<file path="src/rtl/seq_signed_divider.sv">
// Sequential signed divider: 2N-bit dividend / N-bit divisor, one restoring step per clock.
// Optional overflow detection (-2^(2N-1) / -1) is enabled by defining SEQ_DIV_OVF_DETECT_EN.
module seq_signed_divider #(
  parameter int unsigned N = 5
) (
  input  logic           clk,
  input  logic           rst,
  input  logic           start,
  input  logic [2*N-1:0] dividend,
  input  logic [N-1:0]   divisor,
  output logic           busy,
  output logic           done,
  output logic [2*N-1:0] quotient,
  output logic [N-1:0]   remainder,
  output logic           div_by_zero,
  output logic           overflow
);

  localparam int unsigned W2 = 2 * N;
  localparam int unsigned CW = $clog2(W2);

  typedef enum logic [1:0] {IDLE, CALC, FIX} state_t;

  state_t          state_q, state_d;
  logic [W2-1:0]   a_q, a_d;
  logic [N-1:0]    d_q, d_d;
  logic [N-1:0]    r_q, r_d;
  logic [CW-1:0]   cnt_q, cnt_d;
  logic            neg_q_q, neg_q_d;
  logic            neg_r_q, neg_r_d;
  logic            dz_q, dz_d;
  logic            busy_q, busy_d;
  logic            done_q, done_d;
  logic [W2-1:0]   quotient_q, quotient_d;
  logic [N-1:0]    remainder_q, remainder_d;
  logic            div_by_zero_q, div_by_zero_d;
  logic            overflow_q, overflow_d;

  // The settled remainder is always below |divisor|, so only the trial value needs N+1 bits.
  logic [N:0]      r_shift;
  logic [N:0]      r_sub;
  logic            r_ge;

  always_comb begin
    r_shift = {r_q, a_q[W2-1]};
    r_sub   = r_shift - {1'b0, d_q};
    r_ge    = (r_shift >= {1'b0, d_q});
  end

  // Next-state and datapath control.
  always_comb begin
    state_d       = state_q;
    a_d           = a_q;
    d_d           = d_q;
    r_d           = r_q;
    cnt_d         = cnt_q;
    neg_q_d       = neg_q_q;
    neg_r_d       = neg_r_q;
    dz_d          = dz_q;
    busy_d        = 1'b0;
    done_d        = 1'b0;
    quotient_d    = quotient_q;
    remainder_d   = remainder_q;
    div_by_zero_d = div_by_zero_q;
    overflow_d    = overflow_q;

    case (state_q)
      IDLE: begin
        if (start) begin
          r_d   = '0;
          cnt_d = '0;
          if (divisor == '0) begin
            a_d     = '0;
            d_d     = '0;
            neg_q_d = 1'b0;
            neg_r_d = 1'b0;
            dz_d    = 1'b1;
            state_d = FIX;
          end else begin
            a_d     = dividend[W2-1] ? W2'(-dividend) : dividend;
            d_d     = divisor[N-1] ? N'(-divisor) : divisor;
            neg_q_d = dividend[W2-1] ^ divisor[N-1];
            neg_r_d = dividend[W2-1];
            dz_d    = 1'b0;
            state_d = CALC;
          end
        end
      end
      CALC: begin
        busy_d = 1'b1;
        r_d    = r_ge ? N'(r_sub) : N'(r_shift);
        a_d    = {a_q[W2-2:0], r_ge};
        cnt_d  = cnt_q + CW'(1);
        if (cnt_q == CW'(W2 - 1)) begin
          state_d = FIX;
        end
      end
      FIX: begin
        done_d        = 1'b1;
        quotient_d    = neg_q_q ? W2'(-a_q) : a_q;
        remainder_d   = neg_r_q ? N'(-r_q) : r_q;
        div_by_zero_d = dz_q;
`ifdef SEQ_DIV_OVF_DETECT_EN
        overflow_d    = !dz_q && !neg_q_q && (a_q == {1'b1, {(W2-1){1'b0}}});
`else
        overflow_d    = 1'b0;
`endif
        state_d       = IDLE;
      end
      default: state_d = IDLE;
    endcase
  end

  always_ff @(posedge clk) begin
    if (rst) begin
      state_q       <= IDLE;
      a_q           <= '0;
      d_q           <= '0;
      r_q           <= '0;
      cnt_q         <= '0;
      neg_q_q       <= 1'b0;
      neg_r_q       <= 1'b0;
      dz_q          <= 1'b0;
      busy_q        <= 1'b0;
      done_q        <= 1'b0;
      quotient_q    <= '0;
      remainder_q   <= '0;
      div_by_zero_q <= 1'b0;
      overflow_q    <= 1'b0;
    end else begin
      state_q       <= state_d;
      a_q           <= a_d;
      d_q           <= d_d;
      r_q           <= r_d;
      cnt_q         <= cnt_d;
      neg_q_q       <= neg_q_d;
      neg_r_q       <= neg_r_d;
      dz_q          <= dz_d;
      busy_q        <= busy_d;
      done_q        <= done_d;
      quotient_q    <= quotient_d;
      remainder_q   <= remainder_d;
      div_by_zero_q <= div_by_zero_d;
      overflow_q    <= overflow_d;
    end
  end

  assign busy        = busy_q;
  assign done        = done_q;
  assign quotient    = quotient_q;
  assign remainder   = remainder_q;
  assign div_by_zero = div_by_zero_q;
  assign overflow    = overflow_q;

endmodule

</file>
<file path="config.mk">
export PLATFORM = sky130hd
export DESIGN_NAME = seq_signed_divider
export DESIGN_NICKNAME = d
export VERILOG_FILES = /design/src/rtl/seq_signed_divider.sv
export SDC_FILE = /design/constraint.sdc
export NUM_CORES = 1
export LEC_CHECK = 0
export CAP_MARGIN = 20
export CORE_MARGIN = 10
export CORE_UTILIZATION = 36
export CTS_CLUSTER_SIZE = 40
export DETAILED_ROUTE_END_ITERATION = 8
export MAX_ROUTING_LAYER = met4
export PLACE_DENSITY = 0.66
export SETUP_SLACK_MARGIN = 0.1
export SLEW_MARGIN = 5
export SYNTH_ARGS = -nofsm -noshare
export SYNTH_HDL_FRONTEND = slang
export SYNTH_SLANG_ARGS = --single-unit
</file>
<file path="constraint.sdc">
create_clock -name clk -period 3.9 [get_ports clk]
set_clock_uncertainty 0.15 [all_clocks]
set_input_delay 0.78 -clock clk [delete_from_list [all_inputs] [get_ports clk]]
set_output_delay 0.78 -clock clk [all_outputs]
set_load 0.1 [all_outputs]
</file>
==> reports/results.tsv <==
metric	value	unit
status	finished clean	
Die Wd	106.0	µm
# Max-Cap Violations	0	
I/O Buffers	35	
commonest cells in the netlist	47 x dfxtp_1, 31 x nor2_1, 25 x a21oi_1	
clk_lat worst skew	0.31	ns
critical path startpoint category	register	
final cycle utilization of the critical path	70.28	%
DR vias	2289	
critical path arrival	1.81	ns
Post-CTS Hold Buffers	0	
largest fanout on the critical path	2	
count of final max-slew check failures	0	
dpl cells	434	
worst reg-to-reg path cell count	4	
share of cells above drive strength 1	6.433	%
area added between synthesis and finish	19.19	%
final hold violation count	0	
Post-DP HPWL	4804	µm
async set-reset flop share out of synthesis	0	%
CP top delay family	buffers and inverters	
gr ovfl total	0	
Slew headroom	32.83	%
R2R Setup Slk	1.46	ns
remaining antenna violation count after routing	0	
CTS root buffer	clkbuf_8	
slowest CP cell	clkdlybuf4s50_1	
Worst Hold Launch	d_q[4]$_SDFFE_PP0P_	
ys flop type	dfxtp_1	
nets@finish	372	
num rows	31	
Total GRT Usage	11.61	%
post-CTS setup buffer count	0	
HP Class	reg -> reg	
Endpoint, Worst Hold	d_q[4]$_SDFFE_PP0P_	
Peak supply drop	0.1780	mV
worst path required time	2.97	ns
Post-Syn Area	2660	µm²
reg2reg start	state_q[0]$_SDFFE_PP0P_	
Worst path max stage delay	1.14	ns
post-cts repair resize count	0	
syn_area_per_cell	8.365	µm²
CP endpoint kind	primary output	
chip height	106.0	µm
Post-Place Setup Slack	0.9633	ns
PwrDens	355.7	nW/µm²
DRT Wirelength	6162	µm
most common cell in the netlist	dfxtp_1	
clock sink count	47	
hold depth	2	
critical-path cell list	clkdlybuf4s50_1	
worst-margin pin slew	1.003	ns
sequential area share after synthesis	35.37	%
DRC viols	0	
core footprint	7214	µm²
top cell type's share of synthesized area	35.37	%
vias per inst	5.190	
I/O pin cnt	37	
CP Buf/Inv Count	1	
largest cells by area after synthesis	dfxtp_1 35%, ha_1 5.2%, a21oi_1 4.7%	
Highest Clock Rate	364.9	MHz
critical path class	reg -> out	
first-pass GRT wire length	10740	µm
setup TNS	0	ns
gpl congestion	0.7863	
EDFF count, synth	0	
Clock transition at path regs	0.09	ns
H-Tree Depth	2	
RSZ-0062 raised after global routing	no	
largest net degree at the start of global routing	35	
Syn Nets	348	
setup violators final	0	
Yosys Warn Count	0	
Synth area leader	dfxtp_1	
Die ar.	11230	µm²
CTS Buffer Depth	2	
post-synth cell types	56	
DRT Pass-1 Iters	4	
drt wl/cell	13.97	µm
post-route setup slack	1.159	ns
n_diodes	0	
Seq cells post-synth	47	
Leakage	1.101	nW
Initial Util	36.87	%
initial DRC count	69	
cts bufs inserted	5	
number of global-route vias before repair	2289	
final cell count without fillers	441	
CTS tree	yes	
Period minus WS final	2.741	ns
Cells after Synth	318	
reg2reg end	a_q[1]$_SDFFE_PP0P_	
initial antenna violation count	0	
area by class of cell:
class                   instances  area, µm²
clock buffers                   5      68.82
clock inverters                 2      37.54
fillers                       763       4044
inverters                      19      71.32
multi-input cells             233       1570
flip-flops and latches         47      940.9
well taps                      99      123.9
repair buffers                 36      357.8
power by group:
group          switching, mW  internal [mW]
Clock                  0.168          0.187
Combinational          0.136          0.101
Sequential            0.0334          0.502
Total                  0.337          0.790
worst max-delay path by stage:
stage | from | to | slack [ns] | depth (start not counted)
global placement | divisor[0] | a_q[1]$_SDFFE_PP0P_ | 1.06 | 7
CTS | quotient[0]$_SDFFE_PP0P_ | quotient[0] | 1.16 | 1
finish | quotient[9]$_SDFFE_PP0P_ | quotient[9] | 1.16 | 1
detailed placement | divisor[0] | a_q[1]$_SDFFE_PP0P_ | 0.96 | 7
floorplan | divisor[4] | a_q[1]$_SDFFE_PP0P_ | 1.69 | 5
global route | divisor[0] | a_q[1]$_SDFFE_PP0P_ | 1.08 | 7
through the flow:
stage / cell area, µm² / util [%] / hold slack [ns] / power, mW
6_report: 3171 / 43.95 / 0.3084 / 1.128
4_1_cts: 3171 / 43.95 / 0.3080 / 1.136
2_1_floorplan: 2660 / - / 0.2819 / 0.7175
3_3_place_gp: 3064 / 42.47 / 0.2945 / 0.7772
5_1_grt: 3171 / 43.95 / 0.3457 / 1.195
3_5_place_dp: 3064 / 42.47 / 0.2977 / 0.7838
placed cells by master, fill, tap and decap left out, types with 7 or more instances in the layout:
master and n:
inv_1 19, dfxtp_1 47, clkdlybuf4s50_1 35, a211oi_1 16
nand2_1 22, o21ai_0 19, ha_1 11, nor2_1 31
nor3_1 7, a21oi_1 25, xor2_1 9, xnor2_1 8
kinds of logic after synthesis:
family                     after synthesis  synth area share, %
and+or+nand+nor                        101                20.46
AOI/OAI and AO/OA                       97                24.93
DFF                                     47                35.37
buffers and inverters                   38                5.692
xor gates and xnor gates                17                5.598
adders and majority gates               12                5.927
muxes                                    5                1.882
other                                    1               0.1410
state kept, by name, summed over array words and instances (netlist names):
signal / cells
r_q: 5
dz_q: 1
a_q: 10
busy: 1
state_q: 2
neg_r_q: 1
remainder: 5
cnt_q: 4
d_q: 5
quotient: 10
done: 1
neg_q_q: 1
div_by_zero: 1
layer usage:
| metal | up-vias | track usage (%) | share of wire [%] |
|---|---|---|---|
| met5 | - | - | 0 |
| met4 | 0 | 3.965 | 1.7 |
| met3 | 11 | 2.778 | 5.4 |
| met2 | 47 | 18.86 | 47 |
| met1 | 1043 | 13.80 | 46 |
| li1 | 1188 | - | - |
Power figures use the tool's default switching activity.
==> RTL edit: new RTL, same settings <==
Change the parameter `N` from 5 to 10.
--- a/src/rtl/seq_signed_divider.sv
+++ b/src/rtl/seq_signed_divider.sv
@@ -1,7 +1,7 @@
 // Sequential signed divider: 2N-bit dividend / N-bit divisor, one restoring step per clock.
 // Optional overflow detection (-2^(2N-1) / -1) is enabled by defining SEQ_DIV_OVF_DETECT_EN.
 module seq_signed_divider #(
-  parameter int unsigned N = 5
+  parameter int unsigned N = 10
 ) (
   input  logic           clk,
   input  logic           rst,
Interface: changed (resized dividend, divisor, quotient and remainder); port bits go from 37 to 67. No check against the original RTL was run, so the function may have changed too.
==> RTL edit against the unedited design <==
Global-route usage is 2.2 points higher. Utilization is 1.6 points higher. Critical path depth is 6 higher. Design area is 83% higher. Sequential cell count is 36 higher. Register-to-register slack hardly changed. Power is 130% higher. Wire length is 98% higher. Area after synthesis is 77% higher. Setup slack worse by 0.38 ns. Synthesized cell count is 76% higher. Critical path type is now in2reg. Highest routed layer unchanged.
==> RTL edit: results (changes against the unedited design) <==
{| class="wikitable"
! Metric !! Value
|-
| Status || finished, final reports clean
|-
| Post-synthesis instance total || 559 (+76%)
|-
| Detailed-placement wirelength estimate || 9.328 mm (+94%)
|-
| Iteration-0 DRC Markers || 424 (+510%)
|-
| WP data arrival || 3.21 ns (+1.40 ns)
|-
| Via count of the first global-routing pass || 4099 (+79%)
|-
| Worst Reg2Reg Path Length in Cells || 7 (+3)
|-
| CTS buffer count || 9 (+4)
|-
| Pin count of the biggest net entering global routing || 54 (+54%)
|-
| Top cells by area in the synthesized netlist || sky130_fd_sc_hd__dfxtp_1, sky130_fd_sc_hd__xor2_1, sky130_fd_sc_hd__nor2_1
|-
| Number of fill cells in the layout || 1280 (+68%)
|-
| Capture point of the worst path || a_q[19]
|-
| Total number of nets in the final design || 658 (+77%)
|-
| Share of layout cells above drive strength 1 || 6.840% (+0.41 points)
|-
| Number of different library cells in the post-synthesis netlist || 54 (-3.6%)
|-
| Detailed-route via count || 4323 (+89%)
|-
| Place WS || 0.4330 ns (-0.5303 ns)
|-
| Worst setup path startpoint || divisor[4]
|-
| Reg-to-reg critical path endpoint || r_q[5]
|-
| Clock H-tree levels || 3 (+1)
|-
| First drt pass iteration count || 5 (+1)
|-
| Via-to-Cell Ratio || 5.500 (+6.0%)
|-
| Static leakage || 0.002053 uW (+86%)
|-
| Worst vdd ir || 0.0002302 V (+29%)
|-
| Tightest Pin Transition || 0.9966 ns (-0.006449 ns)
|-
| Maximum fanout along the worst path || 15 (+13)
|-
| Cell chosen for the clock root || sky130_fd_sc_hd__clkbuf_16
|-
| Worst-skew pair later-pin latency || 0.34 ns (+0.03 ns)
|-
| Routability congestion estimate from global placement || 0.8886 (+13%)
|-
| Number of port buffers || 65 (+86%)
|-
| Clock slew at the register clock pins of the worst setup and hold paths || 0.07 ns (-0.02 ns)
|-
| Switching power as a share of total power || 34.53% (+4.6 points)
|-
| All-layer global routing usage || 13.82% (+2.2 points)
|-
| Post-synthesis net count || 608 (+75%)
|-
| Wire length per cell || 15.54 microns (+11%)
|-
| Leading post-synthesis cells by instance count || sky130_fd_sc_hd__dfxtp_1, sky130_fd_sc_hd__nor2_1, sky130_fd_sc_hd__xor2_1
|-
| Sequential area share after synthesis || 35.30% (-0.071 points)
|-
| Inst Count DP || 770 (+77%)
|-
| Peak clock frequency supported by timing || 320.2 MHz (-12%)
|-
| Global-route wire length before repair || 20.38 mm (+90%)
|-
| Worst reg2reg path startpoint || d_q[1]
|}
-- RTL edit: cell count changes after synthesis, moves of 14 or more --
cell and change:
sky130_fd_sc_hd__o21ai_0 +14, sky130_fd_sc_hd__clkbuf_1 +16, sky130_fd_sc_hd__a211oi_1 +15, sky130_fd_sc_hd__xor2_1 +30, sky130_fd_sc_hd__dfxtp_1 +36, sky130_fd_sc_hd__nor2_1 +33
-- RTL edit: power by group through the flow --
stage / Combinational [uW] / Sequential, uW / Clock (uW)
after floorplan: 459 / 1090 / 0
after global placement: 742 / 996 / 0
after detailed placement: 756 / 999 / 0
after CTS: 760 / 980 / 861
after global routing: 831 / 991 / 890
final: 760 / 982 / 846
-- RTL edit: worst min path at each step --
stage / slack, ns / startpoint / to
5_1_grt: 0.33 / remainder[0] / remainder[0]
2_1_floorplan: 0.28 / dz_q / div_by_zero
6_report: 0.31 / dz_q / dz_q
3_3_place_gp: 0.29 / dz_q / dz_q
4_1_cts: 0.31 / dz_q / dz_q
3_5_place_dp: 0.30 / dz_q / dz_q
-- RTL edit: worst max-delay path, stage by stage --
cell	delay, ns
sky130_fd_sc_hd__clkdlybuf4s50_1	0.48
sky130_fd_sc_hd__or4_1	0.62
sky130_fd_sc_hd__o41a_1	0.66
sky130_fd_sc_hd__nand2b_1	0.16
sky130_fd_sc_hd__buf_4	0.18
sky130_fd_sc_hd__nor3_1	0.07
sky130_fd_sc_hd__a221o_1	0.25
-- RTL edit: logic make-up after synthesis --
logic type | count (synthesis) | share of synthesized area, %
buffers and inverters | 60 | 5.024
AOI/OAI and AO/OA | 169 | 25.81
other | 1 | 0.07967
DFF | 83 | 35.30
and+or+nand+nor | 168 | 17.65
muxes | 7 | 1.489
adders and majority gates | 16 | 4.413
xor gates and xnor gates | 55 | 10.23
-- RTL edit: area by class of cell --
class / count / area share, %
Clock inverter: 5 / 1.079
Clock buffer: 11 / 4.013
Multi-Input combinational cell: 416 / 48.57
Sequential cell: 83 / 28.65
Tap cell: 172 / 3.711
Inverter: 24 / 1.553
Timing Repair Buffer: 75 / 12.43
-- RTL edit: metal layers --
layer  wire [microns]  GRT usage (%)  share of wire [%]  vias to the layer above
li1                 -              -                  -                     2179
met2             5795          22.03                 47                      108
met3              555          2.427                4.5                       15
met4              189          4.897                1.5                        0
met1             5675          17.20                 46                     2021
met5                0              -                  0                        -
-- RTL edit: metrics by stage --
stage          util, %  cell area, sq um  hold slack (ns)
6_report         45.58              5799           0.3062
3_3_place_gp     43.26              5504           0.2949
5_1_grt          45.58              5799           0.3312
2_1_floorplan        -              4707           0.2822
3_5_place_dp     43.26              5504           0.2991
4_1_cts          45.58              5799           0.3076
